--- config.mk ---
export PLATFORM = sky130hd
export DESIGN_NAME = multicycle_control
export DESIGN_NICKNAME = d
export VERILOG_FILES = /design/src/rtl/riscv_ctrl_pkg.sv /design/src/rtl/multicycle_control_alu_decoder.sv /design/src/rtl/multicycle_control.sv
export SDC_FILE = /design/constraint.sdc
export NUM_CORES = 1
export LEC_CHECK = 0
export CAP_MARGIN = 10
export CELL_PAD_IN_SITES_DETAIL_PLACEMENT = 1
export CELL_PAD_IN_SITES_GLOBAL_PLACEMENT = 2
export CORE_AREA = 2 2 63 65
export CTS_BUF_LIST = sky130_fd_sc_hd__clkbuf_16
export DETAILED_ROUTE_END_ITERATION = 8
export DIE_AREA = 0 0 65 67
export PLACE_DENSITY_LB_ADDON = 0.05
export SYNTH_ARGS = -nofsm -noshare
export SYNTH_HDL_FRONTEND = slang
export SYNTH_SLANG_ARGS = --single-unit
--- constraint.sdc ---
create_clock -name clk -period 1.55 [get_ports clk]
set_input_delay 0.155 -clock clk [delete_from_list [all_inputs] [get_ports clk]]
set_output_delay 0.155 -clock clk [all_outputs]
set_load 0.1 [all_outputs]
--- src/rtl/riscv_ctrl_pkg.sv ---
// Shared constants for the multicycle RV32I control unit: state encoding,
// opcodes, and the select/ALU encodings driven onto the datapath.
package riscv_ctrl_pkg;

    typedef enum logic [3:0] {
        S_FETCH    = 4'd0,
        S_DECODE   = 4'd1,
        S_MEMADR   = 4'd2,
        S_MEMREAD  = 4'd3,
        S_MEMWB    = 4'd4,
        S_MEMWRITE = 4'd5,
        S_EXECR    = 4'd6,
        S_EXECI    = 4'd7,
        S_ALUWB    = 4'd8,
        S_JAL      = 4'd9,
        S_BEQ      = 4'd10,
        S_ILLEGAL  = 4'd11
    } state_e;

    // Opcodes (Instr[6:0])
    localparam logic [6:0] OP_LW    = 7'b0000011;
    localparam logic [6:0] OP_SW    = 7'b0100011;
    localparam logic [6:0] OP_RTYPE = 7'b0110011;
    localparam logic [6:0] OP_IALU  = 7'b0010011;
    localparam logic [6:0] OP_BEQ   = 7'b1100011;
    localparam logic [6:0] OP_JAL   = 7'b1101111;

    // ALUControl
    localparam logic [1:0] ALU_ADD = 2'b00;
    localparam logic [1:0] ALU_SUB = 2'b01;
    localparam logic [1:0] ALU_AND = 2'b10;
    localparam logic [1:0] ALU_OR  = 2'b11;

    // ALUOp handed to the ALU decoder
    localparam logic [1:0] ALUOP_ADD   = 2'b00;
    localparam logic [1:0] ALUOP_SUB   = 2'b01;
    localparam logic [1:0] ALUOP_FUNCT = 2'b10;

    // ALUSrcA
    localparam logic [1:0] SRCA_PC    = 2'b00;
    localparam logic [1:0] SRCA_OLDPC = 2'b01;
    localparam logic [1:0] SRCA_RD1   = 2'b10;

    // ALUSrcB
    localparam logic [1:0] SRCB_RD2  = 2'b00;
    localparam logic [1:0] SRCB_IMM  = 2'b01;
    localparam logic [1:0] SRCB_FOUR = 2'b10;

    // ResultSrc
    localparam logic [1:0] RES_ALUOUT    = 2'b00;
    localparam logic [1:0] RES_MEMDATA   = 2'b01;
    localparam logic [1:0] RES_ALURESULT = 2'b10;

    // ImmSrc
    localparam logic [1:0] IMM_I = 2'b00;
    localparam logic [1:0] IMM_S = 2'b01;
    localparam logic [1:0] IMM_B = 2'b10;
    localparam logic [1:0] IMM_J = 2'b11;

endpackage

--- src/rtl/multicycle_control_alu_decoder.sv ---
// ALU decoder: maps (ALUOp, funct3, funct7b5, op[5]) to ALUControl and flags
// funct3 values the datapath cannot execute. The unsupported flag depends on
// funct3 only, so it is valid in DECODE even though ALUOp is "add" there.
module alu_decoder
    import riscv_ctrl_pkg::*;
(
    input  logic [1:0] alu_op,
    input  logic [2:0] funct3,
    input  logic       funct7b5,
    input  logic       op_b5,
    output logic [1:0] alu_control,
    output logic       unsupported
);

    // Select the ALU operation and classify funct3 legality
    always_comb begin
        alu_control = ALU_ADD;
        unsupported = 1'b0;
        case (funct3)
            3'b000:  unsupported = 1'b0;
            3'b110:  unsupported = 1'b0;
            3'b111:  unsupported = 1'b0;
            default: unsupported = 1'b1;
        endcase
        case (alu_op)
            ALUOP_ADD: alu_control = ALU_ADD;
            ALUOP_SUB: alu_control = ALU_SUB;
            ALUOP_FUNCT: begin
                case (funct3)
                    3'b000: begin
                        // op[5] separates R-type from I-ALU; addi has no sub form
                        if (op_b5 && funct7b5) begin
                            alu_control = ALU_SUB;
                        end else begin
                            alu_control = ALU_ADD;
                        end
                    end
                    3'b110:  alu_control = ALU_OR;
                    3'b111:  alu_control = ALU_AND;
                    default: alu_control = ALU_ADD;
                endcase
            end
            default: alu_control = ALU_ADD;
        endcase
    end

endmodule

--- src/rtl/multicycle_control.sv ---
// Main Moore control FSM of the multicycle RV32I datapath.
// Optional feature macro: RISCV_JAL_EN (enables the JAL state and jal decode;
// when undefined, jal is treated as an illegal instruction).
module multicycle_control
    import riscv_ctrl_pkg::*;
(
    input  logic       clk,
    input  logic       reset,
    input  logic [6:0] op,
    input  logic [2:0] funct3,
    input  logic       funct7b5,
    input  logic       Zero,
    input  logic       mem_ready,
    output logic       PCWrite,
    output logic       AdrSrc,
    output logic       MemWrite,
    output logic       IRWrite,
    output logic       RegWrite,
    output logic [1:0] ResultSrc,
    output logic [1:0] ALUSrcA,
    output logic [1:0] ALUSrcB,
    output logic [1:0] ALUControl,
    output logic [1:0] ImmSrc,
    output logic       illegal,
    output logic [3:0] state
);

    state_e     state_q;
    state_e     state_d;
    logic       pc_write_s;
    logic       adr_src_s;
    logic       mem_write_s;
    logic       ir_write_s;
    logic       reg_write_s;
    logic       illegal_s;
    logic [1:0] result_src_s;
    logic [1:0] src_a_s;
    logic [1:0] src_b_s;
    logic [1:0] alu_op_s;
    logic [1:0] alu_control_s;
    logic       funct_unsupported_s;
    logic [1:0] imm_src_s;

    alu_decoder u_alu_decoder (
        .alu_op      (alu_op_s),
        .funct3      (funct3),
        .funct7b5    (funct7b5),
        .op_b5       (op[5]),
        .alu_control (alu_control_s),
        .unsupported (funct_unsupported_s)
    );

    // State register; low reset returns the sequencer to FETCH immediately
    always_ff @(posedge clk or negedge reset) begin
        if (!reset) begin
            state_q <= S_FETCH;
        end else begin
            state_q <= state_d;
        end
    end

    // Next-state and per-state datapath controls
    always_comb begin
        state_d      = state_q;
        pc_write_s   = 1'b0;
        adr_src_s    = 1'b0;
        mem_write_s  = 1'b0;
        ir_write_s   = 1'b0;
        reg_write_s  = 1'b0;
        illegal_s    = 1'b0;
        result_src_s = RES_ALUOUT;
        src_a_s      = SRCA_PC;
        src_b_s      = SRCB_RD2;
        alu_op_s     = ALUOP_ADD;
        case (state_q)
            S_FETCH: begin
                // PC+4 goes straight to the PC while the instruction is latched
                src_a_s      = SRCA_PC;
                src_b_s      = SRCB_FOUR;
                result_src_s = RES_ALURESULT;
                ir_write_s   = mem_ready;
                pc_write_s   = mem_ready;
                if (mem_ready) begin
                    state_d = S_DECODE;
                end else begin
                    state_d = S_FETCH;
                end
            end
            S_DECODE: begin
                // Branch target precomputed into ALUOut
                src_a_s = SRCA_OLDPC;
                src_b_s = SRCB_IMM;
                case (op)
                    OP_LW:    state_d = S_MEMADR;
                    OP_SW:    state_d = S_MEMADR;
                    OP_RTYPE: begin
                        if (funct_unsupported_s) begin
                            state_d = S_ILLEGAL;
                        end else begin
                            state_d = S_EXECR;
                        end
                    end
                    OP_IALU: begin
                        if (funct_unsupported_s) begin
                            state_d = S_ILLEGAL;
                        end else begin
                            state_d = S_EXECI;
                        end
                    end
                    OP_BEQ: begin
                        if (funct3 == 3'b000) begin
                            state_d = S_BEQ;
                        end else begin
                            state_d = S_ILLEGAL;
                        end
                    end
`ifdef RISCV_JAL_EN
                    OP_JAL:   state_d = S_JAL;
`endif
                    default:  state_d = S_ILLEGAL;
                endcase
            end
            S_MEMADR: begin
                src_a_s = SRCA_RD1;
                src_b_s = SRCB_IMM;
                if (op == OP_LW) begin
                    state_d = S_MEMREAD;
                end else begin
                    state_d = S_MEMWRITE;
                end
            end
            S_MEMREAD: begin
                adr_src_s = 1'b1;
                if (mem_ready) begin
                    state_d = S_MEMWB;
                end else begin
                    state_d = S_MEMREAD;
                end
            end
            S_MEMWB: begin
                result_src_s = RES_MEMDATA;
                reg_write_s  = 1'b1;
                state_d      = S_FETCH;
            end
            S_MEMWRITE: begin
                // Strobe held for the whole handshake, including wait cycles
                adr_src_s   = 1'b1;
                mem_write_s = 1'b1;
                if (mem_ready) begin
                    state_d = S_FETCH;
                end else begin
                    state_d = S_MEMWRITE;
                end
            end
            S_EXECR: begin
                src_a_s  = SRCA_RD1;
                src_b_s  = SRCB_RD2;
                alu_op_s = ALUOP_FUNCT;
                state_d  = S_ALUWB;
            end
            S_EXECI: begin
                src_a_s  = SRCA_RD1;
                src_b_s  = SRCB_IMM;
                alu_op_s = ALUOP_FUNCT;
                state_d  = S_ALUWB;
            end
            S_ALUWB: begin
                result_src_s = RES_ALUOUT;
                reg_write_s  = 1'b1;
                state_d      = S_FETCH;
            end
`ifdef RISCV_JAL_EN
            S_JAL: begin
                // PC takes the jump target from ALUOut; ALU forms oldPC+4 for rd
                src_a_s      = SRCA_OLDPC;
                src_b_s      = SRCB_FOUR;
                result_src_s = RES_ALUOUT;
                pc_write_s   = 1'b1;
                state_d      = S_ALUWB;
            end
`endif
            S_BEQ: begin
                src_a_s      = SRCA_RD1;
                src_b_s      = SRCB_RD2;
                alu_op_s     = ALUOP_SUB;
                result_src_s = RES_ALUOUT;
                pc_write_s   = Zero;
                state_d      = S_FETCH;
            end
            S_ILLEGAL: begin
                // PC already advanced in FETCH, so just flag and move on
                illegal_s = 1'b1;
                state_d   = S_FETCH;
            end
            default: begin
                state_d = S_FETCH;
            end
        endcase
    end

    // Immediate format follows the opcode in every state
    always_comb begin
        imm_src_s = IMM_I;
        case (op)
            OP_LW:   imm_src_s = IMM_I;
            OP_IALU: imm_src_s = IMM_I;
            OP_SW:   imm_src_s = IMM_S;
            OP_BEQ:  imm_src_s = IMM_B;
`ifdef RISCV_JAL_EN
            OP_JAL:  imm_src_s = IMM_J;
`endif
            default: imm_src_s = IMM_I;
        endcase
    end

    // Write enables are suppressed while reset is held low
    assign PCWrite    = reset & pc_write_s;
    assign IRWrite    = reset & ir_write_s;
    assign MemWrite   = reset & mem_write_s;
    assign RegWrite   = reset & reg_write_s;
    assign illegal    = reset & illegal_s;
    assign AdrSrc     = adr_src_s;
    assign ResultSrc  = result_src_s;
    assign ALUSrcA    = src_a_s;
    assign ALUSrcB    = src_b_s;
    assign ALUControl = alu_control_s;
    assign ImmSrc     = imm_src_s;
    assign state      = state_q;

endmodule

; After elaboration in Yosys (flattened, before gate mapping)
; Index checks and enable logic that the tools add are counted.
[totals]
register_bits = 4
latchBits = 0
mem_bits_rw = 0
romBits = 0
out_inout_bits = 20
elab_cells = 58
n_memories = 0
[op_classes]
addsub = 0
multipliers = 0
div = 0
magnitude_cmp = 0
eq_ne = 19
n_shift = 0
mux = 23
n_bitwise = 5
n_reduce_logical = 10
[op_table]
columns = op, count
row1 = case mux 2 bit (2 select lines), 6
row2 = case mux 4 bit (6 select lines), 1
row3 = == test 4 x 3 -> 1 bit (second input constant), 4
row4 = case mux 4 bit (4 select lines), 1
row5 = == test 7 x 6 -> 1 bit (second input constant), 2
row6 = == test 4 bit (second input constant), 3
row7 = 2-to-1 mux 3 bit, 3
row8 = == test 4 x 2 -> 1 bit (second input constant), 2
row9 = 2-to-1 mux 1 bit, 8
row10 = 2-to-1 mux 4 bit, 2
row11 = OR reduction 2 bit, 4
row12 = == test 7 x 2 -> 1 bit (second input constant), 1
row13 = == test 7 x 5 -> 1 bit (second input constant), 1
row14 = == test 7 bit (second input constant), 1
row15 = == test 3 bit (second input constant), 2
row16 = case mux 2 bit (3 select lines), 1
row17 = OR reduction 3 bit, 2
row18 = bitwise AND 1 bit, 5
row19 = == test 4 x 1 -> 1 bit (second input constant), 1
row20 = logical NOT 4 bit, 1
row21 = OR reduction 4 bit, 1
row22 = logical NOT 3 bit, 1
row23 = == test 2 x 1 -> 1 bit (second input constant), 1
row24 = == test 2 bit (second input constant), 1
row25 = 2 further kinds, 2

; Longest topological paths before layout
; Gate-level depths: netlist of run 1.
[logic_depth]
word_depth = 5
mapped_depth = 8

; Hierarchy
; From an unflattened synthesis of run 1, not the netlist that was laid out.
[hier_totals]
cells_unflattened = 72
area_unflattened_um2 = 560.5
[by_module_without_submodules]
columns = mod, n_inst, cells_each, area_per_inst_um2
row1 = multicycle_control, 1, 60, 466.7
row2 = alu_decoder, 1, 12, 93.8

; Worst setup path before layout of run 1
; OpenSTA, ideal clock, no wires.
[synth_timing]
path_type = register to output
from = register state_q[2] (netlist: state[2])
to = output RegWrite
t_arrival_ns = 4.585
slack_ns = -3.190
path_stages_with_launch = 5
path_cell_list = dfrtp_1 > buf_2 > buf_4 > xnor2_1 > nor4b_1
[synth_via]
elab_chain_cells = 4
word_cells_on_any_way = 5
[synth_lines]
columns = item, line_no
row1 = start: declaration, multicycle_control.sv:28  ; state_e state_q;
row2 = start signal: assignment, multicycle_control.sv:58  ; state_q <= state_d;
row3 = == test 4 x 3 -> 1 bit / == test 4 bit (equally long branches), multicycle_control.sv:75  ; case (state_q)
row4 = OR reduction 2 bit (no line) (*), --
row5 = 2-to-1 mux 1 bit (*), multicycle_control.sv:75
row6 = bitwise AND 1 bit (*), multicycle_control.sv:220  ; assign RegWrite = reset & reg_write_s;
row7 = end: declaration, multicycle_control.sv:18  ; output logic RegWrite,
; Every way passes the cells marked *; elsewhere a longest branch is shown, timed or not.

; Worst setup path in the final report of run 1
[layout_timing]
from = register state_q[3] (netlist: state[3])
to = output ALUControl[0]
[layout_via]
elab_chain_cells = 5
word_cells_on_any_way = 8
[layout_lines]
columns = item, line_no
row1 = == test 4 x 3 -> 1 bit, multicycle_control.sv:75
row2 = OR reduction 2 bit (no line), --
row3 = case mux 2 bit (2 select lines) (*), multicycle_control.sv:75
row4 = == test 2 bit / == test 2 x 1 -> 1 bit (equally long branches), multicycle_control_alu_decoder.sv:25  ; case (alu_op)
row5 = case mux 2 bit (2 select lines) (*), multicycle_control_alu_decoder.sv:25
row6 = end: declaration, multicycle_control.sv:22  ; output logic [1:0] ALUControl,
; Marks and branches as above.

==> results.md, run 1 <==
- # IOs: 35
- Global-route wire length before repair: 4400 um
- Via count of the routed design: 902
- Part of the power in combinational logic: 0.861
- Count of mapped cells out of synthesis: 84
- CP required: 1.39 ns
- Sequential element share of the synthesized area: 0.155
- Max FO, Critical Path: 3
- Psw: 2.36 mW
- Synthesis-to-finish area growth: 191%
- Root buffer cell: clkbuf_16
- Synth cell types: 40
- Number of placement rows: 22
- Area enclosed by the die boundary: 4360 um2
- Design area: 1880 um2
- Top cell type's share of synthesized area: 0.155
- Placement Cell Area: 1550 um2
- TritonCTS clock tree: built
- Antenna violations before repair: 0
- Setup repair after global routing missed its margin: yes
- Final cycle utilization of the critical path: 1.24
- Final worst clock skew: 0.00272 ns
- Violations in the final reports: setup timing
- Syn nets: 101
- Power share of the sequential group: 0.051
- Max Buffers Root-to-Sink: 2
- Static leakage: 0.769 nW
- Maximum achievable frequency: 522 MHz
- PortBufs: 34
- Max-cap violation count: 0
- Library cell contributing the largest single delay on the critical path: dfrtp_4
- Post-Synthesis Cell Area: 647 um2
- Floorplan die height: 67 um
- Setup crit end kind: output pin
- Type of the most critical hold path: in -> async
- Most used cell along the critical path: inv_2
- Count of pins over their slew limit: 0
- Syn_area_per_cell: 7.70 um2
- Worst-path cell chain: and4bb_1 -> inv_2 -> ha_4 -> inv_2 -> a211o_1 -> a21oi_4 -> buf_12
- Final HPWL DP: 1890 um
- Clock-pin slew reported for the worst setup and hold paths after clock tree synthesis: 0.03 ns
- Worst IR Drop VDD: 0.000857 V
- Count of synthesis-stage warnings from yosys: 0
- GPL Wtd Cong: 0.707
- Largest cells by area after synthesis: dfrtp_1 15%, a211o_1 5.4%, nor2b_1 4.8%
- Hold Violations, Final: 0
- Slowest cell delay on critical path: 0.48 ns
- Library cell occupying the most area in the post-synthesis netlist: dfrtp_1
- DR iter-0 viols: 20
- Register bit count reported by yosys: 4
- Maximum number of pins on one net before global-route repair: 17
- Hold buffer count at cts: 0
- Number of global-route vias before repair: 930
- Worst reg2reg path depth: 7
- Sequential cell area: 115 um2
- Clock network fraction of design power: 0.088
- Post-Route WL: 2610 um
- Number of vias per cell after detailed routing: 4.58
- Worst slew pin tran: 0.413 ns
- Relative slew slack: 0.724
- Antenna Diode Count: 0
- Core region area: 3610 um2
- Number of buffers created by CTS: 3
- Source-to-sink clock delay at the later pin of the worst-skew pair: 0.23 ns
- Detailed-routing iteration count for the pre-antenna-repair pass: 3
- Number of sinks handled by clock tree synthesis: 4
- Layout cell share with drive strength beyond 1: 0.604
- R2R setup slack: -0.08 ns
- Grt total ovfl: 0
- Switching share of power: 0.513
- Wirelength per Cell: 13.3 um
- Shortest clock period the worst path allows after layout: 1.92 ns
- Number of nets in the layout: 168
- Internal portion of total power: 2.25 mW
- Total Routing Usage GR: 0.137
- Multi-input gate area: 686 um2
- Cell area power density: 2450 nW/um2
- Worst Slack Setup Final: -0.366 ns
- Arrival @ worst endpoint: 1.76 ns
- Starting Density: 0.179
- Die Span X: 65 um
- Number of fillers in the final layout: 379
- Run status: finished, violations left
- Start-to-end type of the worst setup path: reg -> out
- Total of endpoints with negative setup slack in the final report: 16
- H-Tree Level Count: 1
- Number of routed nets with antenna violations: 0
- Number of remaining DRC errors: 0
- Type of element launching the critical path: register
- Flip-flop count of the largest register after layout: 4
- Setup TNS: -3.26 ns
[cell usage in the layout (no fill, tap or decap), drive strengths merged, types with 2 or more instances in the layout]
cell type / instances
dlygate4sd2: 4
or3: 2
nor4b: 2
nor2: 4
a21oi: 3
clkdlybuf4s50: 9
xor2: 2
nor4: 4
a31oi: 2
nor3b: 2
o21ai: 2
a211o: 4
ha: 2
o311ai: 2
and3: 3
inv: 8
nand4b: 2
dfrtp: 4
buf: 55
clkbuf: 3
nand4bb: 2
nand2: 5
o211ai: 2
nor3: 3
nor2b: 5
[synth_stat cells]
master,n
o211ai_2,1
a31oi_1,2
nor4_1,3
o21ai_1,1
nor2_1,4
a211o_1,4
and3b_1,1
xnor2_1,1
a32oi_1,1
xor2_1,2
nand4b_1,2
nor4bb_1,1
nand4bb_1,2
nor3b_1,2
or2_1,1
a21oi_1,3
nand2b_1,1
and2_1,1
buf_4,1
nor4b_1,1
nor2b_1,5
dfrtp_1,4
or3_1,2
o311ai_1,2
nand2_1,5
nor3_1,3
o211ai_1,1
mux2_2,1
and3_1,3
ha_1,2
buf_2,5
nor4b_4,1
o21ai_0,1
a22oi_1,1
nand4_1,1
clkbuf_1,1
inv_1,8
nand3_1,1
nor4_2,1
and4bb_1,1
[path summary, 6_finish.rpt]
kind	startpoint	to
setup / recovery	state[3]	ALUControl[0]
hold / removal	reset	state[1]
setup reg to reg	state[1]	state[2]
hold reg to reg	state[3]	state[3]
max in group asynchronous	reset	state[3]
min in group clk	op[4]	state[2]
[cell families (layout without fill, tap and decap cells)]
group	after synthesis	after routing	synth area share
and+or+nand+nor	42	42	0.451
AOI/OAI and AO/OA	17	17	0.195
buffers and inverters	15	80	0.103
DFF	4	4	0.155
xor gates and xnor gates	3	3	0.0406
adders and majority gates	2	2	0.0387
muxes	1	1	0.0174
[power groups by stage]
stage / clock, mW / sequential [mW] / combinational, mW
2_1_floorplan: 0 / 0.623 / 1.97
4_1_cts: 0.413 / 0.235 / 3.97
5_1_grt: 0.421 / 0.245 / 4.13
6_report: 0.406 / 0.236 / 3.97
3_3_place_gp: 0 / 0.218 / 3.37
3_5_place_dp: 0 / 0.225 / 3.40
[metrics by stage]
stage | cells | hold WS (ns) | total power, mW | setup WS, ns | util
3_5_place_dp | 180 | 0.644 | 3.63 | -0.214 | 0.430
2_1_floorplan | 84 | -0.141 | 2.59 | -1.28 | -
5_1_grt | 197 | 0.443 | 4.79 | -0.423 | 0.521
4_1_cts | 195 | 0.420 | 4.62 | -0.382 | 0.515
3_3_place_gp | 180 | 0.654 | 3.59 | -0.177 | 0.430
6_report | 197 | 0.412 | 4.61 | -0.366 | 0.521
[layer usage]
layer | global-route usage | part of all wire
met5 | 0 | 0
met2 | 0.249 | 0.53
met4 | 0.0878 | 0.028
met1 | 0.149 | 0.40
met3 | 0.0186 | 0.044
[worst max-delay path: cells and delay by family, from the launching register on]
kind,cells,cell delay (ns)
and+or+nand+nor,1,0.23
adders and majority gates,1,0.12
DFF,1,0.48
AOI/OAI and AO/OA,2,0.41
buffers and inverters,3,0.29
[cell type report]
class | instances | area share
timing repair buffer | 69 | 0.486
multi-input combinational | 65 | 0.365
sequential | 4 | 0.0613
clock buffer | 3 | 0.0399
tap | 48 | 0.0320
inverter | 8 | 0.0160
[timing repair]
action | 4_1_cts | 5_1_grt
resized for setup | 23 | 9
pin swaps | 9 | 13
setup endpoints to repair | 14 | 19
buffers inserted | 11 | 3
cloned | 1 | 0
(Power assumes the default switching activity.)
==> run 2: changes to the inputs <==
==> constraint.sdc (replaced) <==
create_clock -name clk -period 1.55 [get_ports clk]
set_input_delay 0.2325 -clock clk [delete_from_list [all_inputs] [get_ports clk]]
set_output_delay 0.2325 -clock clk [all_outputs]
set_load 0.1 [all_outputs]
==> results.md, run 2 (synthesis results as in run 1) <==
- Run status: finished, violations left (unchanged)
- Violations in the final reports: setup timing (unchanged)
- Final worst clock skew: 0.000986 ns (was 0.00272 ns)
- Max FO, Critical Path: 3 (unchanged)
- Worst slew pin tran: 0.349 ns (was 0.413 ns)
- Grt total ovfl: 0 (unchanged)
- Clock-pin slew reported for the worst setup and hold paths after clock tree synthesis: 0.03 ns (about the same)
- Number of global-route vias before repair: 1037 (was 930)
- Max Buffers Root-to-Sink: 2 (unchanged)
- Maximum achievable frequency: 494 MHz (was 522 MHz)
- Number of vias per cell after detailed routing: 4.50 (was 4.58)
- Most common library cell in the layout ignoring fill and taps: buf_4 (was buf_12)
- DR iter-0 viols: 19 (was 20)
- Number of fillers in the final layout: 387 (was 379)
- Launching point of the worst reg2reg path: state[1] (unchanged)
- Post-route worst hold slack: 0.535 ns (was 0.412 ns)
- GPL Wtd Cong: 0.762 (was 0.707)
- Hold Violations, Final: 0 (unchanged)
- Most used cells in the layout excluding fill and tap cells: 34 x buf_4, 25 x buf_12, 7 x clkdlybuf4s50_1 (was 26 x buf_12, 22 x buf_4, 9 x clkdlybuf4s50_1)
- Number of remaining DRC errors: 0 (unchanged)
- Number of sinks handled by clock tree synthesis: 4 (unchanged)
- Wirelength per Cell: 13.5 um (was 13.3 um)
- Internal portion of total power: 2.33 mW (was 2.25 mW)
- Slowest cell delay on critical path: 0.48 ns (about the same)
- Non-Filler Instances: 208 (was 197)
- Root buffer cell: clkbuf_16 (unchanged)
- Flip-flop count of the largest register after layout: 4 (unchanged)
- Type of the most critical hold path: in -> reg (was in -> async)
- Cell area power density: 2430 nW/um2 (was 2450 nW/um2)
- Number of nets in the layout: 179 (was 168)
- Hold buffer count at cts: 0 (unchanged)
- PortBufs: 34 (unchanged)
- DP Worst Slack: -0.281 ns (was -0.214 ns)
- Setup repair after global routing missed its margin: yes (unchanged)
- Synthesis-to-finish area growth: 200% (was 191%)
- Post-layout power: 4.71 mW (was 4.61 mW)
- # IOs: 35 (unchanged)
- Final HPWL DP: 2020 um (was 1890 um)
- Psw: 2.39 mW (was 2.36 mW)
- Antenna violations before repair: 0 (unchanged)
- Source-to-sink clock delay at the later pin of the worst-skew pair: 0.22 ns (was 0.23 ns)
- Cells after DPL: 184 (was 180)
- Worst setup path start: state[3] (unchanged)
- Worst Slack Setup Final: -0.473 ns (was -0.366 ns)
- Part of the power in combinational logic: 0.863 (was 0.861)
- Shortest clock period the worst path allows after layout: 2.02 ns (was 1.92 ns)
- Core Util, Final: 0.538 (was 0.521)
- Floorplan die height: 67 um (unchanged)
- Type of element launching the critical path: register (unchanged)
- Via count of the routed design: 936 (was 902)
- Total of endpoints with negative setup slack in the final report: 17 (was 16)
- Static leakage: 0.819 nW (was 0.769 nW)
- Setup crit end kind: output pin (unchanged)
- Clock network fraction of design power: 0.085 (was 0.088)
- Maximum number of pins on one net before global-route repair: 13 (was 17)
- Number of placement rows: 22 (unchanged)
- TritonCTS clock tree: built (unchanged)
- Number of routed nets with antenna violations: 0 (unchanged)
- Library cell contributing the largest single delay on the critical path: dfrtp_4 (unchanged)
- Global-route wire length before repair: 4720 um (was 4400 um)
- Starting Density: 0.179 (unchanged)
- CP required: 1.32 ns (was 1.39 ns)
- Count of pins over their slew limit: 0 (unchanged)
- Worst IR Drop VDD: 0.000950 V (was 0.000857 V)
- Design area: 1940 um2 (was 1880 um2)
- Final cycle utilization of the critical path: 1.31 (was 1.24)
- Layout cell share with drive strength beyond 1: 0.638 (was 0.604)
- Number of buffers created by CTS: 3 (unchanged)
- Start-to-end type of the worst setup path: reg -> out (unchanged)
- Relative slew slack: 0.764 (was 0.724)
- Most used cell along the critical path: inv_2 (unchanged)
- Total Routing Usage GR: 0.143 (was 0.137)
- Post-Route WL: 2810 um (was 2610 um)
- Power share of the sequential group: 0.052 (was 0.051)
- Worst min-delay path startpoint: op[5]
- Die Span X: 65 um (unchanged)
- Area enclosed by the die boundary: 4360 um2 (unchanged)
- Setup TNS: -4.73 ns (was -3.26 ns)
- Detailed-routing iteration count for the pre-antenna-repair pass: 3 (unchanged)
- Worst-path cell chain: and4bb_1 -> inv_2 -> ha_4 -> inv_2 -> a211o_1 -> a21oi_4 -> buf_12 (unchanged)
- Core region area: 3610 um2 (unchanged)
- Arrival @ worst endpoint: 1.79 ns (was 1.76 ns)
- Placement Cell Area: 1590 um2 (was 1550 um2)
- Switching share of power: 0.507 (was 0.513)
- Antenna Diode Count: 0 (unchanged)
- H-Tree Level Count: 1 (unchanged)
- Max-cap violation count: 0 (unchanged)
-- run 2: critical path, delay by kind of cell (launching register included) --
kind / cells / cell delay, ns
AO/OA/AOI/OAI: 2 / 0.43
AND/OR/NAND/NOR: 1 / 0.23
adder cells (fa/ha/maj): 1 / 0.13
flip-flops: 1 / 0.48
buffers and inverters: 3 / 0.30
-- run 2: power groups by stage --
stage / registers (mW) / clock network [mW] / logic, mW
after floorplan: 0.627 / 0 / 2.00
after global placement: 0.222 / 0 / 3.38
after detailed placement: 0.225 / 0 / 3.42
after CTS: 0.243 / 0.406 / 3.80
after global routing: 0.254 / 0.414 / 4.25
final: 0.246 / 0.400 / 4.07
-- run 2: path summary, 6_finish.rpt --
check | slack [ns] | cells past startpoint | to
setup / recovery | -0.47 | 7 | ALUControl[0]
hold / removal | 0.54 | 4 | state[2]
setup reg to reg | -0.07 | 7 | state[0]
hold reg to reg | 0.79 | 4 | state[3]
max in group asynchronous | 0.86 | 3 | state[3]
min in group asynchronous | 0.57 | 3 | state[1]
-- run 2: metal layers --
| layer | up-vias | GRT usage | part of all wire |
|---|---|---|---|
| met5 | - | 0 | 0 |
| met4 | 0 | 0.0638 | 0 |
| met3 | 0 | 0.0186 | 0.028 |
| met2 | 18 | 0.277 | 0.59 |
| met1 | 454 | 0.153 | 0.38 |
| li1 | 464 | - | - |
-- run 2: timing repair --
| item | 4_1_cts | 5_1_grt |
|---|---|---|
| hold endpoints to repair | 0 | 0 |
| pin swaps | 9 | 13 |
| buffers inserted | 13 | 8 |
| gates resized for setup | 24 | 17 |
| endpoints found under the setup margin | 16 | 20 |
-- run 2: layout make-up --
cell class | instances | area [um2] | area share
timing repair buffer | 80 | 973 | 0.502
tap | 48 | 60.1 | 0.0310
multi-input combinational | 65 | 683 | 0.352
inverter | 8 | 32.5 | 0.0168
sequential | 4 | 115 | 0.0594
clock buffer | 3 | 75.1 | 0.0387
